--- config.mk ---
export PLATFORM = sky130hd
export DESIGN_NAME = lut_cfg_loader
export DESIGN_NICKNAME = d
export VERILOG_FILES = /design/src/rtl/lut_cfg_pkg.sv /design/src/rtl/lut_cfg_shifter.sv /design/src/rtl/lut_cfg_loader.sv
export SDC_FILE = /design/constraint.sdc
export NUM_CORES = 1
export LEC_CHECK = 0
export BUFFER_PORTS_ARGS = -buffer_cell sky130_fd_sc_hd__buf_4
export CAP_MARGIN = 10
export CELL_PAD_IN_SITES_DETAIL_PLACEMENT = 1
export CELL_PAD_IN_SITES_GLOBAL_PLACEMENT = 1
export CORE_UTILIZATION = 45
export CTS_BUF_LIST = sky130_fd_sc_hd__clkbuf_8 sky130_fd_sc_hd__clkbuf_16
export DETAILED_ROUTE_END_ITERATION = 8
export PLACE_DENSITY = 0.84
export RECOVER_POWER = 100
export SLEW_MARGIN = 30
export SYNTH_ARGS = -nofsm -noshare
export SYNTH_HDL_FRONTEND = slang
export SYNTH_HIERARCHICAL = 1
export SYNTH_SLANG_ARGS = --single-unit
--- constraint.sdc ---
create_clock -name QCK -period 3.37 [get_ports QCK]
set_input_delay 0.674 -clock QCK [delete_from_list [all_inputs] [get_ports QCK]]
set_output_delay 0.674 -clock QCK [all_outputs]
set_load 0.02 [all_outputs]
--- src/rtl/lut_cfg_pkg.sv ---
// Shared constants and FSM state type for the serial LUT configuration loader.
// A frame is a 4-bit cell address, then 16 data bits, then one even-parity bit.
package lut_cfg_pkg;

   localparam int unsigned ADDR_BITS = 4;
   localparam int unsigned DATA_BITS = 16;
   localparam int unsigned FRAME_LEN = ADDR_BITS + DATA_BITS + 1;
   localparam int unsigned SHIFT_LEN = ADDR_BITS + DATA_BITS;
   localparam int unsigned CNT_W     = $clog2(FRAME_LEN);

   typedef enum logic [2:0] {
      StIdle,
      StAddr,
      StData,
      StParity,
      StCommit
   } cfg_state_e;

endpackage

--- src/rtl/lut_cfg_shifter.sv ---
// Serial-to-parallel shifter for the address and data fields of a frame, with
// a running XOR over every shifted bit so the parity bit can be judged on arrival.
module lut_cfg_shifter
   import lut_cfg_pkg::*;
(
   input  logic                 clk,
   input  logic                 rst,
   input  logic                 clr,
   input  logic                 shift_en,
   input  logic                 sdi,
   output logic [ADDR_BITS-1:0] addr,
   output logic [DATA_BITS-1:0] data,
   output logic                 parity_ok
);

   logic [SHIFT_LEN-1:0] sreg_q;
   logic                 par_q;

   always_ff @(posedge clk or posedge rst) begin
      if (rst) begin
         sreg_q <= '0;
         par_q  <= 1'b0;
      end else if (clr) begin
         sreg_q <= '0;
         par_q  <= 1'b0;
      end else if (shift_en) begin
         sreg_q <= {sreg_q[SHIFT_LEN-2:0], sdi};
         par_q  <= par_q ^ sdi;
      end
   end

   assign addr = sreg_q[SHIFT_LEN-1 -: ADDR_BITS];
   assign data = sreg_q[DATA_BITS-1:0];

   // Folds in the parity bit currently on sdi; only meaningful in the parity slot.
   assign parity_ok = ~(par_q ^ sdi);

endmodule

--- src/rtl/lut_cfg_loader.sv ---
// Bit-serial configuration writer: assembles framed 16-bit words and commits them
// into per-cell shadow registers that drive the logic-cell LUT configuration inputs.
module lut_cfg_loader
   import lut_cfg_pkg::*;
#(
   parameter int unsigned NUM_CELLS = 4,
   parameter int unsigned DATA_BITS = 16
) (
   input  logic                           QCK,
   input  logic                           QRT,
   input  logic                           CFG_EN,
   input  logic                           SDI,
   input  logic                           SVALID,
   output logic                           SREADY,
   output logic [NUM_CELLS*DATA_BITS-1:0] CFG_BITS,
   output logic [NUM_CELLS-1:0]           CFG_WE,
   output logic                           DONE,
   output logic                           ERR
);

   cfg_state_e                     state_q;
   logic [CNT_W-1:0]               cnt_q;
   logic                           sready_q;
   logic [NUM_CELLS-1:0]           we_q;
   logic [NUM_CELLS*DATA_BITS-1:0] bits_q;
   logic [NUM_CELLS-1:0]           written_q;
   logic                           done_q;
   logic                           err_q;

   logic                           accept;
   logic                           shift_en;
   logic                           sh_clr;
   logic                           commit;
   logic                           addr_ok;
   logic                           commit_ok;
   logic                           commit_bad;
   logic [NUM_CELLS-1:0]           we_vec;
   logic [ADDR_BITS-1:0]           sh_addr;
   logic [DATA_BITS-1:0]           sh_data;
   logic                           sh_parity_ok;

   lut_cfg_shifter u_shifter (
      .clk       (QCK),
      .rst       (QRT),
      .clr       (sh_clr),
      .shift_en  (shift_en),
      .sdi       (SDI),
      .addr      (sh_addr),
      .data      (sh_data),
      .parity_ok (sh_parity_ok)
   );

   always_comb begin
      accept     = SVALID & sready_q;
      shift_en   = accept && CFG_EN && (state_q == StAddr || state_q == StData);
      // Idle, commit and an abort all leave the next frame starting from a clean shifter.
      sh_clr     = (state_q == StIdle) || (state_q == StCommit) || !CFG_EN;
      commit     = accept && CFG_EN && (state_q == StParity);
      addr_ok    = 32'(sh_addr) < NUM_CELLS;
      commit_ok  = commit && sh_parity_ok && addr_ok;
      commit_bad = commit && !(sh_parity_ok && addr_ok);
      we_vec     = '0;
      for (int unsigned k = 0; k < NUM_CELLS; k++) begin
         we_vec[k] = commit_ok && (32'(sh_addr) == k);
      end
   end

   always_ff @(posedge QCK or posedge QRT) begin
      if (QRT) begin
         state_q  <= StIdle;
         cnt_q    <= '0;
         sready_q <= 1'b0;
         we_q     <= '0;
      end else begin
         we_q <= '0;
         unique case (state_q)
            StIdle: begin
               if (CFG_EN) begin
                  state_q  <= StAddr;
                  sready_q <= 1'b1;
                  cnt_q    <= '0;
               end
            end
            StAddr, StData, StParity: begin
               if (!CFG_EN) begin
                  state_q  <= StIdle;
                  sready_q <= 1'b0;
                  cnt_q    <= '0;
               end else if (accept) begin
                  cnt_q <= cnt_q + CNT_W'(1);
                  if (state_q == StAddr && cnt_q == CNT_W'(ADDR_BITS - 1)) begin
                     state_q <= StData;
                  end
                  if (state_q == StData && cnt_q == CNT_W'(SHIFT_LEN - 1)) begin
                     state_q <= StParity;
                  end
                  if (state_q == StParity) begin
                     state_q  <= StCommit;
                     sready_q <= 1'b0;
                     we_q     <= we_vec;
                     cnt_q    <= '0;
                  end
               end
            end
            StCommit: begin
               state_q  <= CFG_EN ? StAddr : StIdle;
               sready_q <= CFG_EN;
               cnt_q    <= '0;
            end
            default: begin
               state_q  <= StIdle;
               sready_q <= 1'b0;
               cnt_q    <= '0;
            end
         endcase
      end
   end

   always_ff @(posedge QCK or posedge QRT) begin
      if (QRT) begin
         bits_q    <= '0;
         written_q <= '0;
         done_q    <= 1'b0;
         err_q     <= 1'b0;
      end else begin
         for (int unsigned k = 0; k < NUM_CELLS; k++) begin
            if (we_vec[k]) begin
               bits_q[k*DATA_BITS +: DATA_BITS] <= sh_data;
            end
         end
         written_q <= written_q | we_vec;
         // Looks ahead at this commit so DONE rises together with the final CFG_WE.
         if (&(written_q | we_vec)) begin
            done_q <= 1'b1;
         end
         if (commit_bad) begin
            err_q <= 1'b1;
         end
      end
   end

   assign SREADY   = sready_q;
   assign CFG_WE   = we_q;
   assign CFG_BITS = bits_q;
   assign DONE     = done_q;
   assign ERR      = err_q;

endmodule
* Word-level counts from Yosys, hierarchy flattened *
Cells that the tools add are included.

operators by class
  $mul = 0
  equal/unequal tests = 13
  $add $sub $neg = 1
  reduce and logical (&&, ||, !) cells = 26
  shift operators = 0
  muxes and demuxes = 26
  order comparisons = 1
  div/mod/pow operators = 0
  bitwise gates (word level) = 4

operators with widths
  operator                                                                       count
  20-bit 2-to-1 mux                                                              2
  5-bit 2-to-1 mux                                                               4
  3-bit 2-to-1 mux                                                               6
  4-bit 2-to-1 mux                                                               4
  1-bit logical AND                                                              13
  5-bit one-hot mux with 2 select lines                                          1
  3-bit one-hot mux with 3 select lines                                          1
  4-bit by 2-bit equality test with 1-bit output (second input constant)         2
  1-bit 2-to-1 mux                                                               7
  3-bit by 2-bit equality test with 1-bit output (second input constant)         2
  3-bit != test (second input constant)                                          2
  3-bit AND reduction                                                            2
  5-bit by 1-bit adder with 5-bit output (second input constant)                 1
  5-bit by 2-bit equality test with 1-bit output (second input constant)         1
  5-bit equality test (second input constant)                                    1
  5-bit != test (second input constant)                                          1
  4-bit by 1-bit equality test with 1-bit output (second input constant)         1
  4-bit logical NOT                                                              1
  4-bit by 3-bit less-than comparator with 1-bit output (second input constant)  1
  4-bit bitwise OR                                                               1
  4-bit AND reduction                                                            1
  3-bit by 1-bit equality test with 1-bit output (second input constant)         1
  3-bit equality test (second input constant)                                    1
  3-bit logical NOT                                                              1
  10 further kinds                                                               13

storage, ports and cells
  register bits = 104
  memory bits (writable) = 0
  output and inout bits = 71
  bits in latches = 0
  memories kept = 0
  input bits = 5
  memory bits (read-only) = 0

* Logic depth before layout (Yosys ltp) *
Gate-level depths: netlist of the first run.

  depth after elaboration = 10
  depth in mapped cells = 8
  depth with buffers taken out = 5

* Hierarchy *
Netlist of the first run, hierarchy kept.

modules (own cells, without submodules)
  module           seq. area each (µm²)  area an instance (µm²)  instances  cells an instance
  lut_cfg_loader   2,077.0               3,437.0                 1          231
  lut_cfg_shifter  525.5                 903.4                   1          71

* Least setup slack after synthesis of the first run *
No wires, ideal clock.

  path kind = input -> register
  start = input SDI
  end = register bits_q[48], in the netlist CFG_BITS[48]
  setup slack = 1.014 ns
  arrival time = 2.231 ns
  setup time = 0.125 ns
  data required time = 3.245 ns
  buffers on the path = 2
  stages = 6
  path through = xnor2_1 or3b_1 buf_6 nor4_4 buf_8 mux2_4

between the ends
  longest elaborated chain between the ends = 5

RTL lines
  item                             RTL line               source
  from (decl)                      lut_cfg_loader.sv:12   input logic SDI,
  1-bit bitwise XOR                lut_cfg_shifter.sv:36  assign parity_ok = ~(par_q ^ sdi);
  1-bit NOT                        lut_cfg_shifter.sv:36
  1-bit logical AND (2 in series)  lut_cfg_loader.sv:60   commit_ok = commit && sh_parity_ok && addr_ok;
  1-bit logical AND                lut_cfg_loader.sv:64   we_vec[k] = commit_ok && (32'(sh_addr) == k);
  to (signal, indexed assignment)  lut_cfg_loader.sv:128  bits_q[k*DATA_BITS +: DATA_BITS] <= sh_data;
  to (decl)                        lut_cfg_loader.sv:25   logic [NUM_CELLS*DATA_BITS-1:0] bits_q;

Every way passes these cells.
A chain may end at the register's enable or synchronous reset.

* Final worst setup path of the first run *
  start = input SDI
  end = register bits_q[17], in the netlist CFG_BITS[17]

between the ends
  longest elaborated chain between the ends = 5

RTL lines
  item                             RTL line               source
  1-bit bitwise XOR                lut_cfg_shifter.sv:36
  1-bit NOT                        lut_cfg_shifter.sv:36
  named net sh_parity_ok           lut_cfg_loader.sv:40   logic sh_parity_ok;
  1-bit logical AND (2 in series)  lut_cfg_loader.sv:60
  1-bit logical AND                lut_cfg_loader.sv:64

The timed path passes the listed nets, and every way through them passes these cells.

==> impl_metrics.tcl, run 1 <==
set metrics [dict create \
    ys.flop_type "dfrtp_1" \
    rsz0062_at_grt "no" \
    cts_resized 0 \
    grt_overflow 0 \
    dp_hpwl_mm 6.80 \
    setup_viol 0 \
    syn_inst 302 \
    post-place-ws_ns 0.685 \
    drv_slew 39 \
    clk-insertion-delay-late_ns 0.37 \
    final-hold-violation-count 0 \
    clkTransAtPathRegs_ns 0.10 \
    grt_pass1_wl_mm 15.8 \
    fmax_ghz 0.377 \
    n_antenna_cell 0 \
    io_pins 76 \
    synth_edf_count 0 \
    ys_seq_elements 104 \
    yosysTopAreaCell "dfrtp_1" \
    h-tree-depth 3 \
    clkSinkCount 104 \
    die_area_sq_mm 0.0100 \
    synth_fp_nets 308 \
    viasPerCell 5.20 \
    cp_max_fo 11 \
    cts-root-buf "clkbuf_8" \
    drt_first_pass_iters 4 \
    ys_types 50 \
    die_width_um 100 \
    finalSetupTns_ns 0 \
    routed_wl_mm 9.74 \
    grt_max_degree 39 \
    synth_area_sq_mm 0.00434 \
    fin_nets 386 \
    grtUsageTotal_pct 20.6 \
    worstSetupEndpointType "flip-flop" \
    portBuffers 75 \
    layout_common_cells "104 x dfrtp_1, 78 x clkbuf_1, 56 x mux2_2, 27 x nor2_1, 21 x mux2i_1" \
    netlist_top_cells_area "dfrtp_1 60%, mux2_2 15%, mux2i_1 4.8%, mux2_4 3.1%, nor2_1 2.2%" \
    swShare_pct 27.3 \
    status "finished, violations left" \
    clockBufferDepth 2 \
    gp_congestion 0.746 \
    area_growth_pct 11.1 \
    required_ns 3.63 \
    async_flop_share_pct 100 \
    yosysWarningCount 6 \
    core_sq_mm 0.00928 \
    rows 35 \
    max-vdd-ir-drop_v 0.000243 \
    power.internal_mw 1.76 \
    layout_setup_ws_ns 0.715 \
    initial_utilization_pct 46.8 \
    finalCriticalPeriod_ns 2.66 \
    fin_crit_sh_pct 78.8 \
    antenna_found_initial 0 \
    post_cts_buffers 0 \
    seqPwrFrac_pct 54.3 \
    total_power_mw 2.42 \
    numCtsBuffers 9 \
    holdCritPathClass "input port to asynchronous set/reset pin" \
    synth.top_cell.area_share_pct 60.0 \
    cts.hold.buffers_added 0 \
    worstSetupPathType "input port to flip-flop" \
    grt_pass1_vias 2918 \
    maxCapViolCount 1 \
    layout_commonest_cell "dfrtp_1" \
    synth-seq-area-share_pct 60.0 \
    power.leakage_nw 2.31 \
    switchingPower_mw 0.660 \
    utilization_pct 51.9 \
    cts_tree "built" \
    tightestPinTransition_ns 1.65 \
    drc 0 \
    power.density_mw_per_mm2 502 \
    startpoint_type "input port" \
    wl_per_cell_um 19.0 \
    p_comb_share_pct 13.0 \
    drive_gt1_share_pct 23.4 \
    drt_iter0_drc 72 \
    die_h_um 100 \
    skew_ns 0.0156 \
    antenna_left 0 \
    cp_data_arrival_time_ns 2.91 \
    syn_area_per_cell_sq_um 14.4 \
    pwr-share-clk_pct 32.7 \
    failed_checks "max-capacitance violations, max-slew violations" \
    slew_headroom_pct -10.9 \
    num_vias 2670 \
]
-- critical path, cell delays in order --
cell	delay [ns]
buf_4	0.13
xnor2_1	0.15
or3b_1	0.49
nor4_1	0.38
clkbuf_1	0.66
mux2_2	0.42
-- layout make-up --
type	instances	area (sq um)
multi-input combinational	176	1500
clock inverter	5	63.8
inverter	6	23.8
timing repair buffer	83	330
tap	129	161
fill	1006	4460
sequential	104	2600
clock buffer	10	138
-- cell usage after synthesis (3+ instances only) --
library cell	number
o22ai_1	4
a21o_1	3
nor3b_1	3
a21oi_1	3
dfrtp_1	104
mux2_2	57
mux2i_1	21
nor2_1	26
or2_2	4
buf_6	5
nand2_1	6
o21ai_0	3
mux2_4	9
inv_1	6
buf_2	5
nand2b_1	4
-- logic make-up after synthesis --
| logic type | count (synthesis) | synth area share (%) |
|---|---|---|
| and+or+nand+nor | 62 | 8.45 |
| buffers and inverters | 22 | 4.09 |
| muxes | 88 | 23.0 |
| adders and majority gates | 1 | 0.288 |
| xor gates and xnor gates | 2 | 0.404 |
| AOI/OAI and AO/OA | 23 | 3.81 |
| DFF | 104 | 60.0 |
-- power by group through the flow --
stage / sequential, mW / combinational [mW] / clock, mW
2_1_floorplan: 1.32 / 0.321 / 0
3_3_place_gp: 1.33 / 0.314 / 0
3_5_place_dp: 1.34 / 0.332 / 0
4_1_cts: 1.31 / 0.336 / 0.816
5_1_grt: 1.32 / 0.349 / 0.863
6_report: 1.31 / 0.315 / 0.791
-- sequential cells by signal, indices dropped and copies added, names as in the netlist --
name / count
u_shifter/par_q: 1
u_shifter/sreg_q: 20
ERR: 1
CFG_BITS: 64
state_q: 3
cnt_q: 5
CFG_WE: 4
SREADY: 1
written_q: 4
DONE: 1
-- final timing paths --
| kind | from | end | slack (ns) | cells past startpoint |
|---|---|---|---|---|
| max | SDI | CFG_BITS[17]$_DFFE_PP0P_ | 0.71 | 6 |
| min | QRT | u_shifter/sreg_q[5]$_DFFE_PP0P_ | 0.47 | 2 |
| max reg2reg | state_q[1]$_DFFE_PP0P_ | CFG_BITS[17]$_DFFE_PP0P_ | 0.75 | 4 |
| min reg2reg | ERR$_DFFE_PP0P_ | ERR$_DFFE_PP0P_ | 0.48 | 1 |
| max in group asynchronous | QRT | cnt_q[4]$_DFFE_PP0P_ | 1.68 | 3 |
| min in group QCK | ERR$_DFFE_PP0P_ | ERR$_DFFE_PP0P_ | 0.48 | 1 |
-- metal layers --
layer	GRT usage, %	routed length, um	part of all wire (%)	vias to the layer above
met5	0	0	0	-
met4	5.35	74	0.76	0
met3	3.83	287	2.9	6
met2	35.6	5190	53	48
met1	26.9	4180	43	1406
li1	-	-	-	1210
-- stage by stage --
| stage | cell area [sq um] | hold WS (ns) | std cells |
|---|---|---|---|
| after floorplan | 4340 | 0.442 | 302 |
| after global placement | 4980 | 0.456 | 498 |
| after detailed placement | 4980 | 0.465 | 498 |
| after CTS | 5180 | 0.378 | 513 |
| after global routing | 4820 | 0.505 | 513 |
| final | 4820 | 0.465 | 513 |
No activity file was read; power rests on OpenSTA's default activity.
==> run 2: changes to the inputs <==
--- a/config.mk
+++ b/config.mk
@@ -9,10 +9,10 @@
 export CAP_MARGIN = 10
 export CELL_PAD_IN_SITES_DETAIL_PLACEMENT = 1
 export CELL_PAD_IN_SITES_GLOBAL_PLACEMENT = 1
-export CORE_UTILIZATION = 45
+export CORE_UTILIZATION = 41
 export CTS_BUF_LIST = sky130_fd_sc_hd__clkbuf_8 sky130_fd_sc_hd__clkbuf_16
 export DETAILED_ROUTE_END_ITERATION = 8
-export PLACE_DENSITY = 0.84
+export PLACE_DENSITY = 0.81
 export RECOVER_POWER = 100
 export SLEW_MARGIN = 30
 export SYNTH_ARGS = -nofsm -noshare
==> constraint.sdc (replaced) <==
create_clock -name QCK -period 2.3 [get_ports QCK]
set_input_delay 0.46 -clock QCK [delete_from_list [all_inputs] [get_ports QCK]]
set_output_delay 0.46 -clock QCK [all_outputs]
set_load 0.02 [all_outputs]
==> run 2 against run 1 <==
The flow still finishes with violations (max-capacitance violations, max-slew violations). Wire length is 2.7% lower. Flip-flop and latch count is the same. Utilization shrank 4.1 points. Combinational power is 55% higher. Total power increased by 45%. Register-to-register slack got worse by 0.62 ns. Clock-buffer cell count is 1 lower. Non-clock buffer count increased by 5. Die area rose by 9.6%. Critical path type is now flip-flop to flip-flop. Critical endpoint is now CFG_BITS[28]$_DFFE_PP0P_.
==> impl_metrics.tcl, run 2 (synthesis gave the netlist of run 1 again) <==
set metrics [dict create \
    status "finished, violations left" \
    failed_checks "max-capacitance violations, max-slew violations" \
    fin_nets 391 \
    tightestPinTransition_ns 1.76 \
    portBuffers 75 \
    drt_iter0_drc 66 \
    initial_utilization_pct 42.2 \
    cp_slowest_cell "or3b_1" \
    grt_pass1_wl_mm 15.7 \
    rows 37 \
    max-vdd-ir-drop_v 0.000375 \
    drc 0 \
    clockBufferDepth 2 \
    path_cells "xnor2_1 -> or3b_1 -> nor4_2 -> clkbuf_2 -> mux2_2" \
    slew_headroom_pct -17.6 \
    die_h_um 105 \
    post_cts_buffers 0 \
    place_area_sq_mm 0.00507 \
    die_area_sq_mm 0.0110 \
    worstSetupEndpointType "flip-flop" \
    required_ns 2.55 \
    h-tree-depth 3 \
    cts.hold.buffers_added 0 \
    total_power_mw 3.51 \
    routed_wl_mm 9.47 \
    cts_resized 0 \
    cp_data_arrival_time_ns 2.42 \
    layout_common_cells "104 x dfrtp_1, 75 x clkbuf_1, 57 x mux2_2, 27 x nor2_1, 21 x mux2i_1" \
    grt_max_degree 52 \
    setup_viol 0 \
    rsz0062_at_grt "no" \
    drive_gt1_share_pct 26.9 \
    viasPerCell 5.13 \
    cts_tree "built" \
    io_pins 76 \
    wl_per_cell_um 18.0 \
    startpoint_type "flip-flop" \
    cpPeakStageDelay_ns 0.50 \
    grt_pass1_vias 2930 \
    fmax_ghz 0.460 \
    maxCapViolCount 1 \
    num_vias 2701 \
    drt_first_pass_iters 4 \
    clkSinkCount 104 \
    cp_max_fo 7 \
    gp_congestion 0.755 \
    layout_commonest_cell "dfrtp_1" \
    fin_crit_sh_pct 94.5 \
    final-hold-violation-count 0 \
    die_width_um 105 \
    numCtsBuffers 9 \
    holdCritPathClass "input port to asynchronous set/reset pin" \
    fin_area_sq_mm 0.00491 \
    largest_register_ffs 64 \
    area_growth_pct 13.2 \
    power.leakage_nw 2.35 \
    cts-root-buf "clkbuf_8" \
    clk-insertion-delay-late_ns 0.37 \
    finalCriticalPeriod_ns 2.17 \
    skew_ns 0.0148 \
    grt_overflow 0 \
    clkTransAtPathRegs_ns 0.11 \
    antenna_found_initial 0 \
    drv_slew 33 \
    power.density_mw_per_mm2 715 \
    nFillCells 1119 \
    dp_hpwl_mm 6.70 \
    grtUsageTotal_pct 18.4 \
    worstSetupPathType "flip-flop to flip-flop" \
    n_antenna_cell 0 \
    core_sq_mm 0.0103 \
    antenna_left 0 \
]
run 2: layout make-up:
cell class | instances | area [sq um] | area share (%)
clock inverters | 7 | 66.3 | 1.35
inverters | 6 | 23.8 | 0.484
well taps | 136 | 170 | 3.46
clock buffers | 9 | 124 | 2.52
flip-flops and latches | 104 | 2600 | 53.0
repair buffers | 88 | 394 | 8.02
multi-input cells | 176 | 1530 | 31.2
run 2: per-stage QoR:
step / hold WS, ns / setup WS, ns / setup TNS, ns / util [%] / std cells
3_5_place_dp: 0.483 / -0.0369 / -0.332 / 49.3 / 510
6_report: 0.258 / 0.127 / 0 / 47.8 / 526
2_1_floorplan: 0.437 / 0.158 / 0 / - / 302
4_1_cts: 0.163 / 0.149 / 0 / 51.2 / 526
3_3_place_gp: 0.453 / 0.0314 / 0 / 49.3 / 510
5_1_grt: 0.303 / 0.0659 / 0 / 47.8 / 526
run 2: layer usage:
metal | GRT usage, % | part of all wire [%] | routed length, um
met5 | 0 | 0 | 0
met4 | 5.43 | 1.1 | 106
met3 | 3.37 | 3.2 | 307
met2 | 30.8 | 50 | 4780
met1 | 24.3 | 45 | 4280
run 2: path summary, 6_finish.rpt:
kind	start	end	slack (ns)	depth (start not counted)
max	u_shifter/par_q$_DFFE_PP0P_	CFG_BITS[28]$_DFFE_PP0P_	0.13	5
min reg2reg	CFG_BITS[54]$_DFFE_PP0P_	CFG_BITS[54]$_DFFE_PP0P_	0.50	1
min in group QCK	CFG_EN	SREADY$_DFFE_PP0P_	0.41	3
max reg2reg	u_shifter/par_q$_DFFE_PP0P_	CFG_BITS[28]$_DFFE_PP0P_	0.13	5
max in group asynchronous	QRT	CFG_BITS[27]$_DFFE_PP0P_	0.54	3
min	QRT	u_shifter/sreg_q[6]$_DFFE_PP0P_	0.26	2
run 2: where the power goes:
part / switching, mW / internal (mW)
clock: 0.680 / 0.419
sequential: 0.0582 / 1.87
combinational: 0.298 / 0.191
run 2: worst max-delay path, delay by kind of cell, from the launching register on:
family                 cells  cell delay (ns)
XOR/XNOR                   1             0.13
multiplexers               1             0.34
AND/OR/NAND/NOR            2             0.90
flip-flops                 1             0.43
buffers and inverters      1             0.26
==> run 3: changes to the inputs <==
--- a/config.mk
+++ b/config.mk
@@ -7,12 +7,13 @@
 export LEC_CHECK = 0
 export BUFFER_PORTS_ARGS = -buffer_cell sky130_fd_sc_hd__buf_4
 export CAP_MARGIN = 10
-export CELL_PAD_IN_SITES_DETAIL_PLACEMENT = 1
-export CELL_PAD_IN_SITES_GLOBAL_PLACEMENT = 1
-export CORE_UTILIZATION = 41
+export CELL_PAD_IN_SITES_DETAIL_PLACEMENT = 0
+export CELL_PAD_IN_SITES_GLOBAL_PLACEMENT = 2
+export CORE_MARGIN = 3
+export CORE_UTILIZATION = 35
 export CTS_BUF_LIST = sky130_fd_sc_hd__clkbuf_8 sky130_fd_sc_hd__clkbuf_16
 export DETAILED_ROUTE_END_ITERATION = 8
-export PLACE_DENSITY = 0.81
+export PLACE_DENSITY = 0.82
 export RECOVER_POWER = 100
 export SLEW_MARGIN = 30
 export SYNTH_ARGS = -nofsm -noshare
==> run 3 against run 2 <==
The flow now finishes without violations. Cell area rose by 3.5%. Critical path depth did not move. Utilization fell by 5.7 points. Flip-flop and latch count did not move. Total power rose by 12%. Non-clock buffer count rose by 1. Sequential share of layout area fell by 1.8 points. Register-to-register slack improved by 0.06 ns. Global-route usage fell by 4.8 points. Worst hold slack got worse by 0.050 ns. Clock power rose by 40%. Clock skew rose by 0.0017 ns. Critical path type unchanged. Largest cell class unchanged. Highest routed layer unchanged.
==> impl_metrics.tcl, run 3 (synthesis gave the netlist of run 1 again) <==
set metrics [dict create \
    status "completed" \
    regArea_sq_mm 0.00260 \
    post_cts_buffers 0 \
    finalHoldWorstSlack_ns 0.208 \
    cp_max_fo 10 \
    cp_slowest_cell "or3b_1" \
    clkSinkCount 104 \
    core_sq_mm 0.0121 \
    die_h_um 117 \
    io_pins 76 \
    grt_pass1_wl_mm 15.2 \
    portBuffers 75 \
    final-hold-violation-count 0 \
    clk-insertion-delay-late_ns 0.34 \
    fmax_ghz 0.473 \
    clkTransAtPathRegs_ns 0.08 \
    antenna_found_initial 0 \
    dp_hpwl_mm 6.20 \
    r2r_slack_ns 0.19 \
    fin_nets 392 \
    fin_crit_sh_pct 91.9 \
    cts_tree "built" \
    drt_iter0_drc 137 \
    grt_pass1_vias 2675 \
    finalSetupTns_ns 0 \
    routed_wl_mm 9.17 \
    grt_max_degree 58 \
    num_vias 2656 \
    viasPerCell 4.75 \
    reg2reg_depth 5 \
    slew_headroom_pct 1.55 \
    worstSetupEndpointType "flip-flop" \
    path_cells "xnor2_1 -> or3b_1 -> nor4_2 -> buf_4 -> mux2_1" \
    worstSetupPathType "flip-flop to flip-flop" \
    crit_buf_inv 1 \
    layout_commonest_cell "dfrtp_1" \
    n_antenna_cell 0 \
    rows 40 \
    required_ns 2.53 \
    grt_overflow 0 \
    grtUsageTotal_pct 13.6 \
    die_width_um 117 \
    layout_common_cells "104 x dfrtp_1, 74 x clkbuf_1, 57 x mux2_2, 26 x nor2_1, 21 x mux2i_1" \
    initial_utilization_pct 36.0 \
    rsz0062_at_grt "no" \
    drive_gt1_share_pct 27.4 \
    startpoint_type "flip-flop" \
    cts-root-buf "clkbuf_16" \
    numCtsBuffers 9 \
    finalCriticalPeriod_ns 2.11 \
    tightestPinTransition_ns 1.48 \
    cts.hold.buffers_added 0 \
    cts_resized 0 \
    skew_ns 0.0165 \
    cpPeakStageDelay_ns 0.44 \
    drt_first_pass_iters 4 \
    area_growth_pct 17.1 \
    clockBufferDepth 2 \
    h-tree-depth 3 \
    gp_congestion 0.734 \
    power.density_mw_per_mm2 775 \
    reg2reg_from "u_shifter/par_q$_DFFE_PP0P_" \
    max-vdd-ir-drop_v 0.000404 \
    multiInputGateArea_sq_mm 0.00153 \
    drv_slew 0 \
    path_delay_family "simple AND/OR/NAND/NOR gates" \
    holdCritPathClass "input port to asynchronous set/reset pin" \
    r2r-end "CFG_BITS[52]$_DFFE_PP0P_" \
    largest_register_ffs 64 \
    die_area_sq_mm 0.0138 \
    maxCapViolCount 0 \
    setup_viol 0 \
    cp_data_arrival_time_ns 2.34 \
    power.leakage_nw 2.41 \
    antenna_left 0 \
    wl_per_cell_um 16.4 \
    drc 0 \
    nFillCells 1196 \
]
-- run 3: metrics by stage --
| step | std cells | instance area [sq um] | worst slack (ns) | utilization (%) | power [mW] |
|---|---|---|---|---|---|
| after floorplan | 302 | 4340 | 0.158 | - | 2.41 |
| after global placement | 543 | 5110 | 0.0148 | 42.4 | 2.46 |
| after detailed placement | 543 | 5110 | 0.0189 | 42.4 | 2.47 |
| after CTS | 559 | 5420 | 0.186 | 44.9 | 4.01 |
| after global routing | 559 | 5080 | 0.0584 | 42.1 | 4.13 |
| final | 559 | 5080 | 0.187 | 42.1 | 3.94 |
-- run 3: worst max-delay path by stage --
stage	from	endpoint	slack, ns	depth (start not counted)
final	u_shifter/par_q$_DFFE_PP0P_	CFG_BITS[52]$_DFFE_PP0P_	0.19	5
after global routing	u_shifter/par_q$_DFFE_PP0P_	CFG_BITS[16]$_DFFE_PP0P_	0.06	6
after CTS	u_shifter/par_q$_DFFE_PP0P_	DONE$_DFFE_PP0P_	0.19	6
after detailed placement	SDI	CFG_BITS[57]$_DFFE_PP0P_	0.02	6
after global placement	SDI	CFG_BITS[57]$_DFFE_PP0P_	0.01	6
after floorplan	SDI	CFG_BITS[48]$_DFFE_PP0P_	0.16	6
-- run 3: power breakdown --
group	total (mW)	internal (mW)	switching [mW]
combinational	0.475	0.183	0.293
clock	1.54	0.783	0.760
sequential	1.92	1.87	0.0560
total	3.94	2.83	1.11
-- run 3: final cells by class --
cell class              instances  area share (%)
repair buffers                 89            8.07
clock buffers                   9            4.43
flip-flops and latches        104            51.2
well taps                     168            4.13
multi-input cells             176            30.1
clock inverters                 7            1.58
inverters                       6           0.468
-- run 3: layer usage --
metal  up-vias  global-route usage, %  wire (um)  share of wire [%]
li1       1234                      -          -                  -
met1      1373                   19.4       4450                 49
met2        47                   21.0       4320                 47
met3         2                   3.38        340                3.7
met4         0                   3.08         57               0.62
met5         -                      0          0                  0
